[config.mk]
export PLATFORM = sky130hd
export DESIGN_NAME = cmd_saver_flat
export DESIGN_NICKNAME = d
export VERILOG_FILES = /design/src/rtl/cmd_saver_if.sv /design/src/rtl/cmd_saver.sv /design/src/flat_wrapper.sv
export SDC_FILE = /design/constraint.sdc
export NUM_CORES = 1
export LEC_CHECK = 0
export BUFFER_PORTS_ARGS = -buffer_cell sky130_fd_sc_hd__buf_4
export CORE_MARGIN = 2
export CORE_UTILIZATION = 40
export CTS_BUF_LIST = sky130_fd_sc_hd__clkbuf_16
export CTS_CLUSTER_DIAMETER = 50
export DETAILED_ROUTE_END_ITERATION = 10
export PLACE_DENSITY_LB_ADDON = 0.15
export SKIP_LAST_GASP = 1
export SLEW_MARGIN = 20
export SYNTH_ARGS = -nofsm -noshare
export SYNTH_HDL_FRONTEND = slang
export SYNTH_SLANG_ARGS = --single-unit
[constraint.sdc]
create_clock -name clock -period 4.35 [get_ports clock]
set_input_delay 0 -clock clock [delete_from_list [all_inputs] [get_ports clock]]
set_output_delay 0 -clock clock [all_outputs]
set_load 0.005 [all_outputs]
[src/rtl/cmd_saver_if.sv]
// Control, RAM read port and output byte-stream signals of the /CMD image serialiser.
// master is the serialiser side; slave is the CPU/RAM/upload-sink side.
interface cmd_saver_if;
  logic        start;
  logic [15:0] start_addr;
  logic [15:0] end_addr;
  logic [15:0] exec_addr;
  logic        busy;
  logic        done;
  logic [16:0] file_size;
  logic        mem_rd;
  logic [15:0] mem_addr;
  logic [7:0]  mem_data;
  logic [7:0]  out_data;
  logic        out_valid;
  logic        out_ready;

  modport master (
    input  start, start_addr, end_addr, exec_addr, mem_data, out_ready,
    output busy, done, file_size, mem_rd, mem_addr, out_data, out_valid
  );

  modport slave (
    output start, start_addr, end_addr, exec_addr, mem_data, out_ready,
    input  busy, done, file_size, mem_rd, mem_addr, out_data, out_valid
  );
endinterface

[src/rtl/cmd_saver.sv]
// Serialises a RAM region into a TRS-80 /CMD image: load records of up to
// MAX_BLOCK bytes followed by one transfer record carrying the entry address.
module cmd_saver #(
  parameter int MAX_BLOCK = 256
) (
  input logic         clock,
  input logic         reset_n,
  cmd_saver_if.master bus
);

  // state  | meaning
  // IDLE   | wait for start       H_*   | load-record header bytes (type, len, addr lo/hi)
  // FETCH  | RAM read strobe      WAIT  | RAM data arrives, loaded into out_data
  // DATA   | present data byte    X_*   | transfer record (type, len, exec lo/hi)
  // DONE   | done pulse, busy drops
  typedef enum logic [3:0] {
    IDLE, H_TYPE, H_LEN, H_ALO, H_AHI, FETCH, WAIT, DATA,
    X_TYPE, X_LEN, X_LO, X_HI, DONE
  } state_t;

  localparam logic [16:0] MAXB = 17'(MAX_BLOCK);

  state_t      state_q;
  logic [16:0] addr_q;
  logic [16:0] rem_q;
  logic [16:0] rec_rem_q;
  logic [15:0] exec_q;
  logic [16:0] file_size_q;
  logic        busy_q;
  logic        done_q;
  logic        out_valid_q;
  logic [7:0]  out_data_q;
  logic        mem_rd_q;
  logic [15:0] mem_addr_q;

  logic [16:0] n_d;
  logic [17:0] r_num_d;
  logic [16:0] r_d;
  logic [16:0] fs_d;
  logic [16:0] blk_cnt_d;
  logic [16:0] blk_len_d;
  logic        hs;

  always_comb begin
    n_d = 17'd0;
    if (bus.start_addr <= bus.end_addr)
      n_d = {1'b0, bus.end_addr} - {1'b0, bus.start_addr} + 17'd1;
    r_num_d   = {1'b0, n_d} + 18'(MAX_BLOCK - 1);
    r_d       = 17'(r_num_d / 18'(MAX_BLOCK));
    fs_d      = n_d + {r_d[14:0], 2'b00} + 17'd4;
    blk_cnt_d = (rem_q > MAXB) ? MAXB : rem_q;
    blk_len_d = blk_cnt_d + 17'd2;
  end

  assign hs = out_valid_q & bus.out_ready;

  always_ff @(posedge clock or negedge reset_n) begin
    if (!reset_n) begin
      state_q     <= IDLE;
      addr_q      <= '0;
      rem_q       <= '0;
      rec_rem_q   <= '0;
      exec_q      <= '0;
      file_size_q <= '0;
      busy_q      <= 1'b0;
      done_q      <= 1'b0;
      out_valid_q <= 1'b0;
      out_data_q  <= '0;
      mem_rd_q    <= 1'b0;
      mem_addr_q  <= '0;
    end else begin
      case (state_q)
        IDLE: begin
          if (bus.start) begin
            addr_q      <= {1'b0, bus.start_addr};
            rem_q       <= n_d;
            exec_q      <= bus.exec_addr;
            file_size_q <= fs_d;
            busy_q      <= 1'b1;
            out_valid_q <= 1'b1;
            if (n_d == 17'd0) begin
              out_data_q <= 8'h02;
              state_q    <= X_TYPE;
            end else begin
              out_data_q <= 8'h01;
              state_q    <= H_TYPE;
            end
          end
        end
        H_TYPE: if (hs) begin
          out_data_q <= blk_len_d[7:0];
          rec_rem_q  <= blk_cnt_d;
          state_q    <= H_LEN;
        end
        H_LEN: if (hs) begin
          out_data_q <= addr_q[7:0];
          state_q    <= H_ALO;
        end
        H_ALO: if (hs) begin
          out_data_q <= addr_q[15:8];
          state_q    <= H_AHI;
        end
        H_AHI: if (hs) begin
          out_valid_q <= 1'b0;
          mem_rd_q    <= 1'b1;
          mem_addr_q  <= addr_q[15:0];
          state_q     <= FETCH;
        end
        FETCH: begin
          mem_rd_q <= 1'b0;
          state_q  <= WAIT;
        end
        WAIT: begin
          // counters advance here so DATA can decide the next record directly
          out_data_q  <= bus.mem_data;
          out_valid_q <= 1'b1;
          addr_q      <= addr_q + 17'd1;
          rem_q       <= rem_q - 17'd1;
          rec_rem_q   <= rec_rem_q - 17'd1;
          state_q     <= DATA;
        end
        DATA: if (hs) begin
          if (rec_rem_q != 17'd0) begin
            out_valid_q <= 1'b0;
            mem_rd_q    <= 1'b1;
            mem_addr_q  <= addr_q[15:0];
            state_q     <= FETCH;
          end else if (rem_q != 17'd0) begin
            out_data_q <= 8'h01;
            state_q    <= H_TYPE;
          end else begin
            out_data_q <= 8'h02;
            state_q    <= X_TYPE;
          end
        end
        X_TYPE: if (hs) begin
          out_data_q <= 8'h02;
          state_q    <= X_LEN;
        end
        X_LEN: if (hs) begin
          out_data_q <= exec_q[7:0];
          state_q    <= X_LO;
        end
        X_LO: if (hs) begin
          out_data_q <= exec_q[15:8];
          state_q    <= X_HI;
        end
        X_HI: if (hs) begin
          out_valid_q <= 1'b0;
          done_q      <= 1'b1;
          state_q     <= DONE;
        end
        DONE: begin
          done_q  <= 1'b0;
          busy_q  <= 1'b0;
          state_q <= IDLE;
        end
        default: state_q <= IDLE;
      endcase
    end
  end

  assign bus.busy      = busy_q;
  assign bus.done      = done_q;
  assign bus.file_size = file_size_q;
  assign bus.mem_rd    = mem_rd_q;
  assign bus.mem_addr  = mem_addr_q;
  assign bus.out_data  = out_data_q;
  assign bus.out_valid = out_valid_q;

endmodule
[src/flat_wrapper.sv]
// flat-port wrapper written by rule: the top's interface ports become plain ports
module cmd_saver_flat 
#(
  parameter int MAX_BLOCK = 256
)
  (clock, reset_n, bus_start, bus_start_addr, bus_end_addr, bus_exec_addr, bus_mem_data, bus_out_ready, bus_busy, bus_done, bus_file_size, bus_mem_rd, bus_mem_addr, bus_out_data, bus_out_valid);
  cmd_saver_if bus_i ();
  input logic clock;
  input logic reset_n;
  input wire logic [$bits(bus_i.start)-1:0] bus_start;
  input wire logic [$bits(bus_i.start_addr)-1:0] bus_start_addr;
  input wire logic [$bits(bus_i.end_addr)-1:0] bus_end_addr;
  input wire logic [$bits(bus_i.exec_addr)-1:0] bus_exec_addr;
  input wire logic [$bits(bus_i.mem_data)-1:0] bus_mem_data;
  input wire logic [$bits(bus_i.out_ready)-1:0] bus_out_ready;
  output wire logic [$bits(bus_i.busy)-1:0] bus_busy;
  output wire logic [$bits(bus_i.done)-1:0] bus_done;
  output wire logic [$bits(bus_i.file_size)-1:0] bus_file_size;
  output wire logic [$bits(bus_i.mem_rd)-1:0] bus_mem_rd;
  output wire logic [$bits(bus_i.mem_addr)-1:0] bus_mem_addr;
  output wire logic [$bits(bus_i.out_data)-1:0] bus_out_data;
  output wire logic [$bits(bus_i.out_valid)-1:0] bus_out_valid;
  assign bus_i.start = bus_start;
  assign bus_i.start_addr = bus_start_addr;
  assign bus_i.end_addr = bus_end_addr;
  assign bus_i.exec_addr = bus_exec_addr;
  assign bus_i.mem_data = bus_mem_data;
  assign bus_i.out_ready = bus_out_ready;
  assign bus_busy = bus_i.busy;
  assign bus_done = bus_i.done;
  assign bus_file_size = bus_i.file_size;
  assign bus_mem_rd = bus_i.mem_rd;
  assign bus_mem_addr = bus_i.mem_addr;
  assign bus_out_data = bus_i.out_data;
  assign bus_out_valid = bus_i.out_valid;
  cmd_saver #(.MAX_BLOCK(MAX_BLOCK)) u_core (.clock(clock), .reset_n(reset_n), .bus(bus_i));
endmodule
# == Yosys cells after proc, flatten, opt, wreduce, memory -nomap -nowiden ==
# Cells that the tools add are included.
# op_classes
n_addsub,9
mul,0
div,0
n_lt_le_gt_ge,2
eq_ne,25
n_shift,0
n_mux,49
n_bitwise,1
n_reduce_logical,23
# ops
operator,count
one-hot mux 17 bit (2 select lines),3
two-way mux 17 bit,5
two-way mux 8 bit,9
one-hot mux 8 bit (9 select lines),1
two-way mux 4 bit,13
two-way mux 16 bit,3
one-hot mux 4 bit (12 select lines),1
"adder 17 x 1 -> 17 bit, second input constant",2
nonzero test 17 bit,2
"subtractor 17 x 1 -> 17 bit, second input constant",2
one-hot mux 16 bit (2 select lines),1
"!= test 2 x 1 -> 1 bit, second input constant",11
"equality test 4 bit, second input constant",5
AND reduction 10 bit,2
"adder 17 x 8 -> 18 bit, second input constant",1
adder 17 x 12 -> 17 bit,1
"adder 17 x 3 -> 17 bit, second input constant",1
"greater-than comparator 17 x 9 -> 1 bit, second input constant",1
logical NOT 17 bit,1
subtractor 16 x 16 -> 17 bit,1
"equality test 4 x 3 -> 1 bit, second input constant",4
less-or-equal comparator 16 bit,1
AND reduction 2 bit,5
nonzero test 2 bit,5
other kinds (17),28
# totals
ff_bits,116
latch_bits,0
ramBits,0
mem_bits_ro,0
inputBits,60
out_inout_bits,45
elab_cells,121
n_memories,0

# == Logic depth before layout (Yosys ltp) ==
# Gate-level depths: netlist of run 1.
# logic_depth
depth_word,7
mapped_depth,26
mapped_depth_nobuf,26

# == Least setup slack after synthesis of run 1 ==
# No wires, ideal clock.
# synth_timing
path_type,input-to-reg
startpoint,input port bus_end_addr[1]
endpoint,"register u_core.file_size_q[16], in the netlist u_core.bus.file_size[16]"
setup_ps,83
arrival_time_ps,4787
t_required_ps,4267
setup_slack_ps,-520
stages,21
path_buffers,0
cell_sequence,inv_1 -> ha_1 -> inv_1 -> ha_1 -> fa_1 -> a211oi_1 -> o21a_1 -> nor2_1 -> xnor2_1 -> nand4b_1 -> or4_4 -> or3_1 -> mux2i_1 -> ha_1 -> ha_1 -> o41ai_1 -> o21ai_0 -> nor2_1 -> nor4_1 -> xor2_1 -> o21ai_0
# synth_via
elab_chain_cells,6
word_cells_on_any_way,7
classes_between,add/sub: 5; order compare: 1; mux: 1
# synth_rtl
item,line_no,rtl
"start, declared",flat_wrapper.sv:12,input wire logic [$bits(bus_i.end_addr)-1:0] bus_end_addr;
subtractor 16 x 16 -> 17 bit,cmd_saver.sv:47,"n_d = {1'b0, bus.end_addr} - {1'b0, bus.start_addr} + 17'd1;"
adder 17 x 1 -> 17 bit,cmd_saver.sv:47,
two-way mux 17 bit *,cmd_saver.sv:46,if (bus.start_addr <= bus.end_addr)
adder 17 x 8 -> 18 bit,cmd_saver.sv:48,"r_num_d = {1'b0, n_d} + 18'(MAX_BLOCK - 1);"
adder 17 x 12 -> 17 bit *,cmd_saver.sv:50,"fs_d = n_d + {r_d[14:0], 2'b00} + 17'd4;"
adder 17 x 3 -> 17 bit *,cmd_saver.sv:50,
"end signal, assigned",cmd_saver.sv:78,file_size_q <= fs_d;
"end, declared",cmd_saver.sv:28,logic [16:0] file_size_q;
# Mark *: on every way between the ends. The rest lies on a longest branch, timed or not.
# A chain may end at the register's enable or synchronous reset.

# == Final worst setup path of run 1 ==
# layout_timing
startpoint,input port bus_start_addr[10]
endpoint,"register u_core.file_size_q[16], in the netlist u_core.bus.file_size[16]"
# layout_via
elab_chain_cells,6
word_cells_on_any_way,7
classes_between,add/sub: 5; order compare: 1; mux: 1
# layout_rtl
item,line_no,rtl
"start, declared",flat_wrapper.sv:11,input wire logic [$bits(bus_i.start_addr)-1:0] bus_start_addr;
subtractor 16 x 16 -> 17 bit,cmd_saver.sv:47,
adder 17 x 1 -> 17 bit,cmd_saver.sv:47,
two-way mux 17 bit *,cmd_saver.sv:46,
adder 17 x 8 -> 18 bit,cmd_saver.sv:48,
adder 17 x 12 -> 17 bit *,cmd_saver.sv:50,
adder 17 x 3 -> 17 bit *,cmd_saver.sv:50,
# Marked as above.

==> impl_metrics.toml, run 1 <==
[worst_hold_path]
hold_depth = 4
hp-class = "input port to flop"

[finish]
drive_gt1_frac = 0.300
layout_commonest_cell = "buf_4"
num-nets-final = 1263
diodes = 0
multi_input_area_um2 = 4970
layout_common_cells = "buf_4 (217), nand2_1 (139), dfrtp_1 (115)"
syn_to_final_growth_pct = 39.3
seq_area_um2 = 2880
num-fill-cells = 1804

[drt]
drtIter0Drc = 554
wl_mm = 23.3
routed_via_density = 5.37
vias = 7557
first_pass_iters = 7
drc = 0
ant_nets = 0
routedWlPerCell_um = 16.6

[floorplanning]
die_y_um = 145
dieArea_um2 = 20900
coreArea_um2 = 19500
rows = 51
start_util = 0.407
dieWidth_um = 145
io_pins = 105

[clock_network]
clk_pin_slew_ps = 60
cts_tree = "built"
worstSkewPairLatency_ps = 430
cts_buffer_depth = 2
clkSinkCount = 115
cts_made_buffers = 17
cts_root_buf = "clkbuf_16"
h-tree-depth = 4

[global_route]
globalRouteTotalUtil = 0.227
antenna_found_initial = 0
grt_pass1_wl_mm = 37.0
grt_start_max_net_pins = 82
grt_overflow = 0
grt_pass1_vias = 7291

[worst_setup_path]
crit_required_ps = 4650
cpMaxStageDelayCell = "or4_4"
max_stage_delay_ps = 540
path_class = "input port to flop"
crit_fanout = 3
crit_top_cell = "ha_1"
start_kind = "input port"
cp-end-kind = "flop"
cp.arrival_ps = 4640
ff2ff_path_depth = 11
crit_chain = "dlygate4sd3_1 -> buf_4 -> ha_1 -> ha_1 -> a21o_1 -> a31oi_1 -> xor2_1 -> or4_4 -> or3_4 -> mux2i_2 -> ha_1 -> ha_4 -> nor2_4 -> nor2_2 -> o41ai_2 -> o21ai_1 -> nor2_2 -> nor4_2 -> xor2_1 -> o21ai_1"

[yosys]
syn_area_per_cell_um2 = 8.88
async_flop_share = 1.00
ys_seq_elements = 115
synth_ff_type = "dfrtp_1"
syn_nets = 1025
synth_edf_count = 0
ys_seq_area_frac = 0.363
synth.cell_area_um2 = 7920
yosysWarnings = 0
synthDistinctLibCells = 74
synthCells = 892

[timing]
setup_viol = 0
min_period_over_period = 0.998
timing.final.crit_period_ps = 4340
rsz0062_at_grt = "yes"
timing.fmax_mhz = 230
worstMarginPinSlew_ps = 993
hold_viol_final = 0
relSlewSlack = 0.333
tns_ps = 0
fin_skew_ps = 11.7
finalMaxSlewViolations = 0

[power]
total_leakage_power_nw = 5.08
peakVddDrop_v = 0.000297
sw_frac_of_total = 0.390
power_w = 0.00602
p_seq_frac = 0.332
combPwrFrac = 0.435
p_int_w = 0.00367
power.share.clock = 0.234
p_switching_w = 0.00235
p_per_area_nw_per_um2 = 546

[placement]
dpl.hpwl_mm = 17.0
gp_congestion = 0.823
port_buffers = 104

[run]
cap_violations = 0

[outcome]
status = "finished, final reports clean"
## final cells by class
cell class	count	area share
clock buffer	17	0.0386
clock inverter	15	0.0145
inverter	55	0.0199
multi-input combinational	683	0.451
sequential	115	0.261
tap	265	0.0301
timing repair buffer	258	0.185
## worst paths after layout
check,slack [ps],endpoint,start
min in group asynchronous,160,u_core.bus.file_size[11]$_DFFE_PN0P_,reset_n
min,30,u_core.addr_q[3]$_DFFE_PN0P_,bus_start_addr[3]
min reg2reg,480,u_core.exec_q[1]$_DFFE_PN0P_,u_core.exec_q[1]$_DFFE_PN0P_
max in group asynchronous,3120,u_core.exec_q[2]$_DFFE_PN0P_,reset_n
max,7,u_core.bus.file_size[16]$_DFFE_PN0P_,bus_start_addr[10]
max reg2reg,970,u_core.bus.mem_addr[11]$_DFFE_PN0P_,u_core.rec_rem_q[0]$_DFFE_PN0P_
## cells in the mapped netlist (7+ instances only)
cell      count  share of area
nand2_1     140          0.066
a22oi_1       7         0.0066
a21o_1        9         0.0085
nor2_1       51          0.024
a222oi_1      7         0.0088
dfrtp_1     115           0.36
nor4_1        7         0.0055
o311ai_0     14          0.015
mux2_2       14          0.020
xnor2_1      17          0.019
nor3_1       14         0.0088
nand3_1      28          0.018
or4_1         8         0.0076
o221ai_1      8         0.0088
nand2b_1      8         0.0063
inv_1        55          0.026
a211oi_1      8         0.0076
nor2b_1      11         0.0087
nand4_1      11         0.0087
clkbuf_1     30          0.014
o21a_1        8         0.0076
and3_1        8         0.0063
o21ai_0      54          0.034
a21oi_1      37          0.023
xor2_1       24          0.027
ha_1         71           0.11
o211ai_1     24          0.023
## state kept, by name, summed over array words and instances (netlist names)
signal                flops
u_core.bus.busy           1
u_core.addr_q            16
u_core.bus.out_data       8
u_core.bus.file_size     17
u_core.rem_q             17
u_core.bus.done           1
u_core.bus.out_valid      1
u_core.rec_rem_q         17
u_core.state_q            4
u_core.exec_q            16
u_core.bus.mem_addr      16
u_core.bus.mem_rd         1
## power groups by stage
stage	Sequential, W	Combinational [W]	Clock [W]
finish	0.00200	0.00262	0.00141
global placement	0.00200	0.00241	0
CTS	0.00199	0.00249	0.00143
floorplan	0.00184	0.00152	0
global route	0.00206	0.00292	0.00148
detailed placement	0.00200	0.00244	0
## cells by family after synthesis
kind of cell             share of synthesized area
adder cells (fa/ha/maj)                      0.117
multiplexers                                0.0224
flip-flops                                   0.363
AND/OR/NAND/NOR                              0.197
AO/OA/AOI/OAI                                0.208
buffers and inverters                       0.0466
XOR/XNOR                                    0.0454
## through the flow
step                setup slack [ps]   util  std cells  area [um2]  hold slack [ps]
finish                          6.78  0.567       1408       11000             30.1
global route                    -208  0.567       1408       11000             51.9
CTS                             13.2  0.553       1398       10800             19.5
detailed placement              -512  0.503       1328        9800              193
global placement                -401  0.503       1328        9800              192
floorplan                       -116      -        892        8060             -296
## critical path, delay by kind of cell
kind	cells	cell delay, ps
AOI/OAI and AO/OA	5	790
buffers and inverters	2	680
adders and majority gates	4	1270
xor gates and xnor gates	2	280
and+or+nand+nor	6	1450
muxes	1	160
## per-layer routing
layer	track usage	vias up	part of all wire
li1	-	3722	-
met3	0.0398	39	0.041
met5	0	-	0
met4	0.0899	0	0.026
met1	0.318	3604	0.48
met2	0.350	192	0.45
## repair_timing
item,in CTS,in global routing
gates cloned,0,1
hold buffers,36,0
resized for setup,2,45
endpoints found under the hold margin,115,0
setup endpoints to repair,1,8
pin swaps,4,39
setup buffers,2,10
(Power assumes the default switching activity.)
==> run 2: changes to the inputs <==
--- a/config.mk
+++ b/config.mk
@@ -5,6 +5,7 @@
 export SDC_FILE = /design/constraint.sdc
 export NUM_CORES = 1
 export LEC_CHECK = 0
+export ABC_AREA = 1
 export BUFFER_PORTS_ARGS = -buffer_cell sky130_fd_sc_hd__buf_4
 export CORE_MARGIN = 2
 export CORE_UTILIZATION = 40
==> constraint.sdc (replaced) <==
create_clock -name clock -period 4.55 [get_ports clock]
set_input_delay 0 -clock clock [delete_from_list [all_inputs] [get_ports clock]]
set_output_delay 0 -clock clock [all_outputs]
set_load 0.005 [all_outputs]
==> run 2 against run 1 <==
- core utilization fell by 6.0 points
- count of clock-buffer cells in the layout is the same
- final cell count increased by 15%
- synthesized area is 8.7% higher
- flip-flop and latch count unchanged
- die area up 8.4%
- critical path type unchanged
==> impl_metrics.toml, run 2 <==
[clock_network]
clkSinkCount = 115
h-tree-depth = 4
worstSkewPairLatency_ps = 420
cts_made_buffers = 17
clk_pin_slew_ps = 60
cts_buffer_depth = 2
cts_tree = "built"
cts_root_buf = "clkbuf_16"

[global_route]
grt_pass1_wl_mm = 40.9
globalRouteTotalUtil = 0.230
grt_start_max_net_pins = 64
grt_overflow = 0
antenna_found_initial = 0
grt_pass1_vias = 8088

[worst_setup_path]
start_kind = "input port"
crit_fanout = 5
path_class = "input port to flop"
crit_required_ps = 4840
cp.arrival_ps = 4500
cpMaxStageDelayCell = "dlygate4sd3_1"
max_stage_delay_ps = 540
cp-end-kind = "flop"

[power]
peakVddDrop_v = 0.000225
power.share.clock = 0.222
p_int_w = 0.00339
p_seq_frac = 0.303
sw_frac_of_total = 0.429
combPwrFrac = 0.475
total_leakage_power_nw = 5.57
p_switching_w = 0.00255
p_per_area_nw_per_um2 = 555

[finish]
diodes = 0
layout_common_cells = "nand2_1 (311), inv_1 (196), dfrtp_1 (115)"
finalInstanceArea_um2 = 10700
layout_commonest_cell = "nand2_1"
drive_gt1_frac = 0.150
syn_to_final_growth_pct = 24.3
final_cells = 1625
num-nets-final = 1470

[drt]
drc = 0
first_pass_iters = 4
routed_via_density = 5.08
route.layer.met1.wl_mm = 11.4
top_layer_used = "met4"
dr_wl_met3_um = 988
wl_met2_mm = 11.9
ant_nets = 0
wl_mm = 25.0
routedWlPerCell_um = 15.4
vias = 8249
drtIter0Drc = 459

[placement]
gp_congestion = 0.908
placed_cell_area_um2 = 9640
port_buffers = 104
place_inst = 1553
dp_slack_ps = 29.8
dpl.hpwl_mm = 19.0

[yosys]
ys_seq_area_frac = 0.334
ys_seq_elements = 115
synth_top_area_cell = "dfrtp_1"
synth_edf_count = 0
synthTopCellsByArea = "dfrtp_1 (33%), nand2_1 (14%), ha_1 (10%)"
synth.most_common_cell = "nand2_1"
synth_top_area_frac = 0.334
async_flop_share = 1.00
synth_ff_type = "dfrtp_1"
syn_nets = 1327
synthCells = 1194
ys_top_cells_by_count = "nand2_1 (312), inv_1 (195), dfrtp_1 (115)"
yosysWarnings = 0
synthDistinctLibCells = 52
synth.cell_area_um2 = 8600
syn_area_per_cell_um2 = 7.21

[floorplanning]
dieWidth_um = 151
start_util = 0.408
die_y_um = 151
coreArea_um2 = 21100
io_pins = 105
rows = 53
dieArea_um2 = 22700

[timing]
fin_ws_ps = 341
hold_viol_final = 0
timing.final.crit_period_ps = 4210
min_period_over_period = 0.925
relSlewSlack = 0.386
worstMarginPinSlew_ps = 920
timing.fmax_mhz = 238
fin_skew_ps = 8.79
setup_viol = 0
finalMaxSlewViolations = 0

[worst_hold_path]
hp-class = "input port to flop"

[run]
cap_violations = 0

[outcome]
status = "finished, final reports clean"
## run 2: changes by cell type after synthesis, sizes merged, moves of 12 or more
cell / change
nor2: +46
o21ai: +48
clkbuf: -20
xnor2: -13
inv: +147
mux2: -14
o211ai: -12
nand2: +181
nand3: +42
## run 2: power by group through the flow
stage / logic [W] / clock network, W / registers, W
floorplan: 0.00188 / 0 / 0.00173
global placement: 0.00274 / 0 / 0.00181
detailed placement: 0.00276 / 0 / 0.00181
CTS: 0.00281 / 0.00134 / 0.00180
global route: 0.00322 / 0.00139 / 0.00186
finish: 0.00282 / 0.00132 / 0.00180
## run 2: worst paths after layout
check	startpoint	endpoint	slack (ps)	depth (start not counted)
min in group asynchronous	reset_n	u_core.bus.mem_addr[4]$_DFFE_PN0P_	220	2
max reg2reg	u_core.state_q[2]$_DFFE_PN0P_	u_core.rem_q[0]$_DFFE_PN0P_	1620	8
max	bus_start_addr[0]	u_core.bus.file_size[15]$_DFFE_PN0P_	340	30
min reg2reg	u_core.bus.out_data[3]$_DFFE_PN0P_	u_core.bus.out_data[3]$_DFFE_PN0P_	480	2
min	bus_mem_data[2]	u_core.bus.out_data[2]$_DFFE_PN0P_	30	5
max in group asynchronous	reset_n	u_core.bus.file_size[2]$_DFFE_PN0P_	3100	3
## run 2: layout make-up
cell class                      count  area [um2]
Fill cell                        2114       10400
Clock inverter                     15         149
Timing Repair Buffer              152        1240
Inverter                          202         758
Clock buffer                       17         425
Multi-Input combinational cell    849        4900
Tap cell                          275         344
Sequential cell                   115        2880
## run 2: what timing repair did
action / 4_1_cts / 5_1_grt
endpoints found under the setup margin: 0 / 7
resized for setup: 0 / 21
setup buffers: 0 / 2
hold endpoints to repair: 99 / 0
hold buffers: 38 / 0
## run 2: routing by layer
metal | global-route usage | vias to the layer above
met5 | 0 | -
met3 | 0.0333 | 41
li1 | - | 4175
met1 | 0.300 | 3823
met2 | 0.389 | 210
met4 | 0.0794 | 0
## run 2: kinds of logic (layout without fill, tap and decap cells)
family	after synthesis	in the layout	share of synthesized area
AND/OR/NAND/NOR	533	533	0.272
buffers and inverters	230	386	0.106
AO/OA/AOI/OAI	215	215	0.149
flip-flops	115	115	0.334
adder cells (fa/ha/maj)	73	73	0.108
XOR/XNOR	28	28	0.0303
## run 2: worst max-delay path, delay by kind of cell
family / cells / cell delay [ps]
buffers and inverters: 5 / 840
AO/OA/AOI/OAI: 5 / 520
AND/OR/NAND/NOR: 12 / 1160
XOR/XNOR: 2 / 340
adder cells (fa/ha/maj): 6 / 1640
## run 2: through the flow
step | TNS [ps] | power, W | hold WS [ps] | util
floorplan | 0 | 0.00362 | -296 | -
global placement | 0 | 0.00455 | 152 | 0.457
detailed placement | 0 | 0.00457 | 152 | 0.457
CTS | 0 | 0.00595 | 1.92 | 0.502
global route | -1.10 | 0.00647 | 40.6 | 0.507
finish | 0 | 0.00594 | 27.6 | 0.507
==> run 3: changes to the inputs <==
==> constraint.sdc (replaced) <==
create_clock -name clock -period 4.55 [get_ports clock]
set_input_delay 0.2275 -clock clock [delete_from_list [all_inputs] [get_ports clock]]
set_output_delay 0.2275 -clock clock [all_outputs]
set_load 0.005 [all_outputs]
==> run 3 against run 2 <==
- power increased by 0.74%
- die area stayed put
- core utilization fell by 1.5 points
- clock skew is 4.6 ps lower
- register-to-register slack lost 220 ps
- global-route usage rose by 0.12 points
- wire length increased by 0.88%
- critical path depth fell by 1
- highest routed layer unchanged
==> impl_metrics.toml, run 3 (synthesized netlist as in run 2, its figures left out) <==
[outcome]
status = "finished, final reports clean"

[drt]
drtIter0Drc = 445
routedWlPerCell_um = 15.7
first_pass_iters = 5
wl_mm = 25.2
drc = 0
routed_via_density = 5.14
ant_nets = 0
vias = 8228

[power]
p_seq_frac = 0.301
combPwrFrac = 0.469
p_switching_w = 0.00255
p_int_w = 0.00343
power.share.clock = 0.230
p_per_area_nw_per_um2 = 576
sw_frac_of_total = 0.427
total_leakage_power_nw = 5.48
power_w = 0.00598
peakVddDrop_v = 0.000266

[timing]
min_period_over_period = 0.901
whs_ps = 9.46
relSlewSlack = 0.373
fin_skew_ps = 4.19
timing.final.crit_period_ps = 4100
hold_viol_final = 0
timing.fmax_mhz = 244
setup_viol = 0
rsz0062_at_grt = "no"
worstMarginPinSlew_ps = 940
finalMaxSlewViolations = 0

[worst_setup_path]
path_class = "input port to flop"
crit_fanout = 5
ff2ff_path_depth = 7
max_stage_delay_ps = 440
cp-end-kind = "flop"
crit_required_ps = 4840
cpMaxStageDelayCell = "fa_1"
cp.arrival_ps = 4390
start_kind = "input port"

[floorplanning]
start_util = 0.408
rows = 53
die_y_um = 151
coreArea_um2 = 21100
io_pins = 105
dieWidth_um = 151
dieArea_um2 = 22700

[finish]
final_cells = 1600
diodes = 0
layout_commonest_cell = "nand2_1"
drive_gt1_frac = 0.147
syn_to_final_growth_pct = 20.6
layout_common_cells = "nand2_1 (311), inv_1 (194), buf_4 (122)"
num-nets-final = 1446

[placement]
place_inst = 1564
port_buffers = 104
dpl.hpwl_mm = 19.7
gp_congestion = 0.952

[global_route]
grt_pass1_wl_mm = 40.6
antenna_found_initial = 1
globalRouteTotalUtil = 0.231
grt_pass1_vias = 8081
grt_overflow = 0
grt_start_max_net_pins = 80

[clock_network]
cts_made_buffers = 17
worstSkewPairLatency_ps = 430
cts_tree = "built"
cts_root_buf = "clkbuf_16"
cts_buffer_depth = 2
clk_pin_slew_ps = 50
clkSinkCount = 115
h-tree-depth = 4

[run]
cap_violations = 0

[worst_hold_path]
hold_depth = 3
hp-class = "input port to flop"
[run 3: changes by cell type in the layout (fill, tap and decap cells not counted), sizes merged]
cell / previous run / this run
bufinv: 3 / 4
dlygate4sd3: 38 / 5
inv: 203 / 202
clkinvlp: 2 / 1
buf: 114 / 123
[run 3: final timing paths]
kind | from | slack [ps] | endpoint
min in group asynchronous | reset_n | 410 | u_core.bus.mem_addr[4]$_DFFE_PN0P_
max | bus_end_addr[1] | 450 | u_core.bus.file_size[15]$_DFFE_PN0P_
min reg2reg | u_core.bus.file_size[0]$_DFFE_PN0P_ | 480 | u_core.bus.file_size[0]$_DFFE_PN0P_
min | bus_exec_addr[6] | 9 | u_core.exec_q[6]$_DFFE_PN0P_
max in group asynchronous | reset_n | 3150 | u_core.exec_q[9]$_DFFE_PN0P_
max reg2reg | u_core.state_q[2]$_DFFE_PN0P_ | 1400 | u_core.rem_q[0]$_DFFE_PN0P_
[run 3: per-layer routing]
metal	GRT usage	vias up	part of all wire
met5	0	-	0
met4	0.0874	0	0.023
met3	0.0385	42	0.053
met2	0.392	218	0.49
met1	0.295	3838	0.44
li1	-	4130	-
[run 3: final cells by class]
cell class | count | area [um2]
clock buffer | 17 | 425
sequential | 115 | 2880
clock inverter | 14 | 169
inverter | 202 | 758
tap | 275 | 344
fill | 2147 | 10700
timing repair buffer | 128 | 977
multi-input combinational | 849 | 4820
[run 3: what timing repair did]
action | CTS | global route
setup buffers | 0 | 0
gates resized for setup | 0 | 1
hold buffers | 4 | 1
endpoints found under the setup margin | 0 | 1
hold endpoints to repair | 4 | 78
[run 3: critical path, delay by kind of cell]
kind                     cells  cell delay [ps]
adder cells (fa/ha/maj)      5             1530
AND/OR/NAND/NOR             11             1080
AO/OA/AOI/OAI                6              860
buffers and inverters        5              380
XOR/XNOR                     2              330
[run 3: power groups by stage]
| stage | combinational, W | sequential (W) | clock, W |
|---|---|---|---|
| 6_report | 0.00281 | 0.00180 | 0.00137 |
| 5_1_grt | 0.00320 | 0.00186 | 0.00144 |
| 4_1_cts | 0.00283 | 0.00180 | 0.00139 |
| 3_5_place_dp | 0.00281 | 0.00181 | 0 |
| 3_3_place_gp | 0.00277 | 0.00180 | 0 |
| 2_1_floorplan | 0.00188 | 0.00173 | 0 |
[run 3: stage by stage]
| stage | worst slack (ps) | instance area [um2] | TNS (ps) | util |
|---|---|---|---|---|
| finish | 449 | 10400 | 0 | 0.492 |
| global route | 31.1 | 10400 | 0 | 0.492 |
| CTS | 400 | 10400 | 0 | 0.491 |
| detailed placement | -41.7 | 9720 | -50.7 | 0.461 |
| global placement | 19.9 | 9720 | 0 | 0.461 |
| floorplan | 318 | 8600 | 0 | - |
